### src/rtl/mem_str_fwd_ctrl.sv
// mem_str_fwd_ctrl
// ----------------
// Forwarding controller for the memory-stage store-data select mux.
//
// A two-deep history of register-file writes retiring through MEM/WB is kept:
// slot WB holds the write that just entered writeback (t), and slot TM1 holds
// the one before it (t-1). Each slot records a top and a bottom write port.
// The store sitting in EX/MEM has its two data-source registers compared
// against that history. For each operand the youngest matching copy is
// selected; if nothing matches, the EX/MEM register-read value is selected.
//
// Ports
//   clock           rising-edge system clock
//   reset_n         asynchronous active-low reset
//   pipe_adv        MEM->WB pipeline register advances (0 = stall, history holds)
//   pipe_flush      with pipe_adv, the entering MEM/WB slot is a bubble
//   wr_en_top_in    leaving instruction writes its top destination
//   wr_addr_top_in  top destination address
//   wr_en_bot_in    leaving instruction writes its bottom destination
//   wr_addr_bot_in  bottom destination address
//   str_valid       EX/MEM holds a store
//   str_src_bot     register supplying store data [7:0]
//   str_top_en      store also drives data [11:8]
//   str_src_top     register supplying store data [11:8]
//   sel_signal_bot  one-hot low-byte select:
//                   [0] ex_mem, [1] wb_top, [2] wb_bot, [3] tm1_top, [4] tm1_bot
//   sel_signal_top  one-hot high-nibble select, same encoding (all zero when
//                   str_top_en is low so the mux drives 0 on [11:8])
//   fwd_active      registered: a forward was issued in the previous cycle
//   wr_conflict     registered sticky: one instruction wrote both ports to the
//                   same register
module mem_str_fwd_ctrl #(
  parameter int ADDR_W       = 4,
  parameter int ZERO_REG_FWD = 0
) (
  input  logic              clock,
  input  logic              reset_n,
  input  logic              pipe_adv,
  input  logic              pipe_flush,
  input  logic              wr_en_top_in,
  input  logic [ADDR_W-1:0] wr_addr_top_in,
  input  logic              wr_en_bot_in,
  input  logic [ADDR_W-1:0] wr_addr_bot_in,
  input  logic              str_valid,
  input  logic [ADDR_W-1:0] str_src_bot,
  input  logic              str_top_en,
  input  logic [ADDR_W-1:0] str_src_top,
  output logic [4:0]        sel_signal_bot,
  output logic [4:0]        sel_signal_top,
  output logic              fwd_active,
  output logic              wr_conflict
);

  // One-hot select codes
  localparam logic [4:0] SEL_EXMEM   = 5'b00001;
  localparam logic [4:0] SEL_WB_TOP  = 5'b00010;
  localparam logic [4:0] SEL_WB_BOT  = 5'b00100;
  localparam logic [4:0] SEL_TM1_TOP = 5'b01000;
  localparam logic [4:0] SEL_TM1_BOT = 5'b10000;

  localparam logic ZERO_OK = (ZERO_REG_FWD != 0);

  // --------------------------------------------------------------------------
  // Write history
  // --------------------------------------------------------------------------
  logic              wb_vt_reg,  wb_vb_reg;
  logic [ADDR_W-1:0] wb_at_reg,  wb_ab_reg;
  logic              tm1_vt_reg, tm1_vb_reg;
  logic [ADDR_W-1:0] tm1_at_reg, tm1_ab_reg;

  always_ff @(posedge clock or negedge reset_n) begin
    if (!reset_n) begin
      wb_vt_reg  <= 1'b0;
      wb_vb_reg  <= 1'b0;
      wb_at_reg  <= '0;
      wb_ab_reg  <= '0;
      tm1_vt_reg <= 1'b0;
      tm1_vb_reg <= 1'b0;
      tm1_at_reg <= '0;
      tm1_ab_reg <= '0;
    end else if (pipe_adv) begin
      tm1_vt_reg <= wb_vt_reg;
      tm1_vb_reg <= wb_vb_reg;
      tm1_at_reg <= wb_at_reg;
      tm1_ab_reg <= wb_ab_reg;
      // A flushed slot still captures the addresses; only the valids drop.
      wb_vt_reg  <= wr_en_top_in & ~pipe_flush;
      wb_vb_reg  <= wr_en_bot_in & ~pipe_flush;
      wb_at_reg  <= wr_addr_top_in;
      wb_ab_reg  <= wr_addr_bot_in;
    end
  end

  // Register 0 is hardwired unless ZERO_REG_FWD is set. The qualification is
  // applied here at select time, so the raw history keeps whatever was written.
  logic wb_qvt, wb_qvb, tm1_qvt, tm1_qvb;

  assign wb_qvt  = wb_vt_reg  & (ZERO_OK | (wb_at_reg  != '0));
  assign wb_qvb  = wb_vb_reg  & (ZERO_OK | (wb_ab_reg  != '0));
  assign tm1_qvt = tm1_vt_reg & (ZERO_OK | (tm1_at_reg != '0));
  assign tm1_qvb = tm1_vb_reg & (ZERO_OK | (tm1_ab_reg != '0));

  // --------------------------------------------------------------------------
  // Per-operand source select: index 0 = bottom operand, 1 = top operand
  // --------------------------------------------------------------------------
  logic [1:0][ADDR_W-1:0] src_vec;
  logic [1:0][4:0]        sel_raw;

  assign src_vec[0] = str_src_bot;
  assign src_vec[1] = str_src_top;

  generate
    for (genvar gi = 0; gi < 2; gi++) begin : g_operand
      logic m_wb_bot, m_wb_top, m_tm1_bot, m_tm1_top;

      assign m_wb_bot  = wb_qvb  & (wb_ab_reg  == src_vec[gi]);
      assign m_wb_top  = wb_qvt  & (wb_at_reg  == src_vec[gi]);
      assign m_tm1_bot = tm1_qvb & (tm1_ab_reg == src_vec[gi]);
      assign m_tm1_top = tm1_qvt & (tm1_at_reg == src_vec[gi]);

      // Younger slot first; within a slot the bottom port wins, which also
      // resolves a same-address double write toward the bottom entry.
      assign sel_raw[gi] = m_wb_bot  ? SEL_WB_BOT  :
                           m_wb_top  ? SEL_WB_TOP  :
                           m_tm1_bot ? SEL_TM1_BOT :
                           m_tm1_top ? SEL_TM1_TOP :
                                       SEL_EXMEM;
    end
  endgenerate

  assign sel_signal_bot = str_valid ? sel_raw[0] : SEL_EXMEM;
  assign sel_signal_top = !str_top_en ? 5'b00000 :
                          str_valid   ? sel_raw[1] : SEL_EXMEM;

  // --------------------------------------------------------------------------
  // Status flags
  // --------------------------------------------------------------------------
  logic fwd_next;
  logic conflict_hit;

  assign fwd_next = str_valid &
                    ((sel_signal_bot != SEL_EXMEM) |
                     (str_top_en & (sel_signal_top != SEL_EXMEM)));

  assign conflict_hit = pipe_adv & ~pipe_flush & wr_en_top_in & wr_en_bot_in &
                        (wr_addr_top_in == wr_addr_bot_in);

  // fwd_active samples every clock, independent of stalls.
  always_ff @(posedge clock or negedge reset_n) begin
    if (!reset_n) begin
      fwd_active  <= 1'b0;
      wr_conflict <= 1'b0;
    end else begin
      fwd_active <= fwd_next;
      if (conflict_hit) begin
        wr_conflict <= 1'b1;
      end
    end
  end

endmodule

### config.mk
export PLATFORM = sky130hd
export DESIGN_NAME = mem_str_fwd_ctrl
export DESIGN_NICKNAME = d
export VERILOG_FILES = /design/src/rtl/mem_str_fwd_ctrl.sv
export SDC_FILE = /design/constraint.sdc
export NUM_CORES = 1
export LEC_CHECK = 0
export ABC_AREA = 1
export BUFFER_PORTS_ARGS = -buffer_cell sky130_fd_sc_hd__buf_4
export CAP_MARGIN = 10
export CORE_MARGIN = 2
export CORE_UTILIZATION = 55
export CTS_CLUSTER_DIAMETER = 40
export CTS_CLUSTER_SIZE = 12
export DETAILED_ROUTE_END_ITERATION = 8
export GPL_ROUTABILITY_DRIVEN = 0
export PLACE_DENSITY = 0.81
export SLEW_MARGIN = 20
export SYNTH_ARGS = -nofsm -noshare
export SYNTH_HDL_FRONTEND = slang
export SYNTH_SLANG_ARGS = --single-unit
### constraint.sdc
create_clock -name clock -period 2.2 [get_ports clock]
set_input_delay 0.22 -clock clock [delete_from_list [all_inputs] [get_ports clock]]
set_output_delay 0.22 -clock clock [all_outputs]
set_load 0.05 [all_outputs]
# Word-level counts from Yosys, hierarchy flattened
# Cells that the tools add are included.
[word_totals]
word_cells = 58
in_bits = 24
output_inout_bits = 12
regBits = 22
[op_classes]
n_mux = 11
n_eq_ne = 11
n_bitwise = 22
reduce_logical = 4
[ops]
columns = ["cell", "count"]
rows = [
  ["5-bit two-way mux", 9],
  ["4-bit equality test", 9],
  ["1-bit AND", 20],
  ["4-bit nonzero test", 4],
  ["5-bit by 1-bit != test with 1-bit output, second input constant", 2],
  ["4-bit two-way mux", 2],
  ["1-bit NOT", 1],
  ["1-bit OR", 1],
]

# Depth between registers and ports, before layout
[logic_depth]
word_depth = 13
mapped_depth = 9
ltp_nobuf = 9

# Worst setup path before layout
# OpenSTA, ideal clock, no wires.
[synth_timing]
kind = "reg2out"
start = "reg wb_ab_reg[3]"
end = "out sel_signal_top[4]"
arrival_time_ps = 1984
path_buffers = 0
required_ps = 1980
path_stages_with_launch = 6
setup_slack_ps = -4
cell_sequence = "dfrtp_1 nor2_1 a21boi_4 nand3_2 nand2_2 nor3b_1"
[synth_via]
elab_chain_cells = 6
word_cells_on_any_way = 7
cone_classes = "eq/ne (1); mux (3); bitwise (2); reduce/logical (1)"
[synth_rtl]
columns = ["item", "line_no", "rtl"]
rows = [
  ["from (decl)", "67", "logic [ADDR_W-1:0] wb_at_reg, wb_ab_reg;"],
  ["from (signal assigned)", "90", "wb_ab_reg <= wr_addr_bot_in;"],
  ["4-bit nonzero test", "99", "assign wb_qvb = wb_vb_reg & (ZERO_OK | (wb_ab_reg != '0));"],
  ["1-bit AND", "99", ""],
  ["1-bit AND *", "116", "assign m_wb_bot = wb_qvb & (wb_ab_reg == src_vec[gi]);"],
  ["5-bit two-way mux *", "123", "assign sel_raw[gi] = m_wb_bot ? SEL_WB_BOT :"],
  ["5-bit two-way mux *", "133", "str_valid ? sel_raw[1] : SEL_EXMEM;"],
  ["5-bit two-way mux *", "132", "assign sel_signal_top = !str_top_en ? 5'b00000 :"],
  ["to (decl)", "49", "output logic [4:0] sel_signal_top,"],
]
# Mark *: on every way between the ends. The rest lies on a longest branch, timed or not.

# Final worst setup path
[layout_timing]
start = "reg wb_ab_reg[0]"
end = "out sel_signal_top[3]"
# The elaborated chain is that of the path after synthesis.

==> results.md <==
* Outcome: finished clean
* Io pins at 36
* DRC errors left at 0
* Setup Skew at 3.04 ps
* Flop2flop setup slack at approximately 900 ps
* Nets at 304
* Worst-Margin Slew at approximately 340 ps
* Num CTS Buffers at 3
* Hold slack at 77.8 ps
* Pwr per Cell Area at around 540 mW/mm2
* Busiest grt layer: met2
* Leakage power at 0.00109 uW
* Core Rows at 19
* Port Buffers at 35
* Synth cell types at 24
* Type of origin of the critical path: flip-flop
* WHS Endpoint: wb_vt_reg$_DFFE_PN0P_
* GR Util met1 at approximately a third
* Die W at just under 60 um
* Antenna Diode Count at 0
* Final instance area at ~0.0019 mm2
* RR Endpoint: fwd_active$_DFF_PN0_
* Final setup fails at 0
* YS warnings at 0
* Routed Antenna Nets at 0
* CP Cell Sequence: nor2_1, a21boi_4, nand3_2, nand2_2, nor2_1, nand2_2, inv_1, buf_4
* Syn_area_per_cell at 6.52 um2
* Starting density of the core at 57.4%
* CP Buf/Inv Count at 2
* Met2 track demand over resource at 38.5%
* Relative slew slack at approximately 77%
* Total gr overflow at 0
* Cts hold-fix bufs at 1
* Post-Route WL at approximately 3.6 mm
* Critical path's top delay family: simple AND/OR/NAND/NOR gates
* R2r startpoint: wb_ab_reg[2]$_DFFE_PN0P_
* Post_cts resized at 0
* Die Span Y at 57.7 um
* Max IR drop VDD at 0.473 mV
* Via count at approximately 1600
* Min-delay src: pipe_flush
* Root buf cell: clkbuf_4
* Placed Instance Area at between 0.0015 and 0.002 mm2
* Hold Path Depth at 2
* Global-route wire length before repair at ~6.3 mm
* RSZ-0062 raised after global routing: no
* Seq cells post-synth at 22
* Met3 Track Usage GR at under 10%
* Post-synthesis sequential area ratio at between 30% and 40%
* Largest net degree at the start of global routing at just over 40
* Total negative slack at 0 ps
* Hold Path Class: in -> reg
* Post-DP HPWL at around 2.8 mm
* Share of cells above drive strength 1 at between 20% and 30%
* Critical Path Stages at 8
* Growth of design area from synthesis to finish at 21.2%
* CP Max Fanout at 5
* Wirelength per Cell at 11.6 um
* Vias in the first global route at around 1500
* Max incr delay on CP at 470 ps
* Clock-pin slew on the worst setup and hold paths at ~130 ps
* Die Footprint at between 0.003 and 0.004 mm2
* Clk sinks at 22
* Hold Fails Final Rpt at 0
* First-pass DRT Iterations at 4
* Slowest cell on crit path: dfrtp_1
* Initial antenna violation count at 0
* Synth Cell Area at around 0.0016 mm2
* Core Area at between 0.002 and 0.003 mm2
* Max cap viols at 0
* Max frequency at between 500 and 600 MHz
* DRT iter0 DRCs at 84
* Worst setup EP type: output port
* WP data arrival at about 1700 ps
* Crit share post-route at between 80% and 90%
* Fin crit period at 1930 ps
* H-tree Lvls at 1
* CTS max path bufs at 2
* Post-Syn Instances at roughly 240
* Clock latency on the worst-skew pair at between 300 and 400 ps
* Setup CP Type: reg -> out
* Final Max Slew Viols at 0
* TritonCTS clock tree: built
* Post-CTS Setup Inserts at 0
* FF-to-FF path depth at 9
* Number of fillers in the final layout at 228
* Via-to-Cell Ratio at about 5.0
* Tot GR Track Use at roughly a quarter
* Critical Path RT at around 2000 ps
* Syn nets at around 270
worst max-delay path by stage:
stage | startpoint | endpoint | slack [ps]
final | wb_ab_reg[0]$_DFFE_PN0P_ | sel_signal_top[3] | 270
after global placement | wb_ab_reg[3]$_DFFE_PN0P_ | sel_signal_top[3] | 620
after detailed placement | wb_ab_reg[3]$_DFFE_PN0P_ | sel_signal_top[3] | 640
after floorplan | wb_ab_reg[3]$_DFFE_PN0P_ | sel_signal_bot[3] | 90
after CTS | wb_ab_reg[3]$_DFFE_PN0P_ | sel_signal_top[3] | 270
after global routing | wb_ab_reg[2]$_DFFE_PN0P_ | sel_signal_top[3] | 130
worst reg2reg max path: cells and delay by family (launching register included):
kind                   cells  cell delay, ps
buffers and inverters      1             100
DFF                        1             440
and+or+nand+nor            8             680
through the flow:
step           power [uW]  instances  worst slack, ps  utilization, %
6_report             1040        310              275            69.6
5_1_grt              1120        310              131            69.6
3_5_place_dp          821        305              636            68.0
4_1_cts              1050        310              269            69.6
3_3_place_gp          818        305              622            68.0
2_1_floorplan         706        243             87.7               -
cell type report:
cell class	count	area [um2]	share of cell area (%)
Sequential cell	22	551	28.7
Tap cell	31	38.8	2.02
Clock buffer	4	36.3	1.89
Inverter	34	128	6.64
Timing Repair Buffer	36	273	14.2
Multi-Input combinational cell	183	895	46.6
cells by family (layout without fill, tap and decap cells):
family / count (synthesis) / in the layout / share of synthesized area, %
xor gates and xnor gates: 13 / 13 / 7.19
DFF: 22 / 22 / 34.8
AOI/OAI and AO/OA: 29 / 29 / 11.0
buffers and inverters: 38 / 74 / 9.08
and+or+nand+nor: 141 / 141 / 38.0
placed cells by master, fill, tap and decap left out:
| master | netlist | layout |
|---|---|---|
| nand2_1 | 90 | 90 |
| buf_4 | 0 | 35 |
| nor2_1 | 31 | 31 |
| inv_1 | 26 | 26 |
| dfrtp_1 | 22 | 22 |
| o21ai_0 | 19 | 19 |
| xor2_1 | 12 | 12 |
| inv_2 | 8 | 8 |
| nand3_2 | 6 | 6 |
| nand3_1 | 4 | 4 |
| a21oi_1 | 4 | 4 |
| nand2_2 | 4 | 4 |
| clkbuf_4 | 0 | 3 |
| a21oi_2 | 2 | 2 |
| nor3b_2 | 1 | 2 |
| nor2_2 | 2 | 2 |
| nor3_1 | 2 | 2 |
| a21boi_4 | 1 | 1 |
| o21ai_2 | 1 | 1 |
| xnor2_1 | 1 | 1 |
| a21o_1 | 1 | 1 |
| o22ai_1 | 1 | 1 |
| clkbuf_8 | 0 | 1 |
| dlygate4sd3_1 | 0 | 1 |
layer usage:
metal | vias to the layer above | share of wire, % | wire length, um
met5 | - | 0 | 0
met3 | 4 | 5.5 | 196
met2 | 53 | 46 | 1660
li1 | 813 | - | -
met4 | 0 | 0.73 | 26
met1 | 686 | 48 | 1700
synthesized netlist by cell type:
library cell	instances	area share [%]
buf_2	1	0.32
a21boi_4	1	1.2
nor3b_2	1	0.79
nand2_1	90	21
o21ai_0	19	6.0
buf_1	1	0.24
xor2_1	12	6.6
inv_1	26	6.2
clkbuf_1	2	0.47
nor2_1	31	7.3
xnor2_1	1	0.55
dfrtp_1	22	35
a21o_1	1	0.47
nand2_2	4	1.6
nor2_2	2	0.79
o22ai_1	1	0.40
nand3_2	6	3.8
inv_2	8	1.9
nand3_1	4	1.3
nor3_1	2	0.63
o21ai_2	1	0.55
nor3b_1	1	0.47
a21oi_2	2	1.1
a21oi_1	4	1.3
where the power goes:
group / internal (uW) / switching, uW
registers: 446 / 44.5
clock network: 101 / 128
logic: 124 / 201
(Power assumes the default switching activity.)
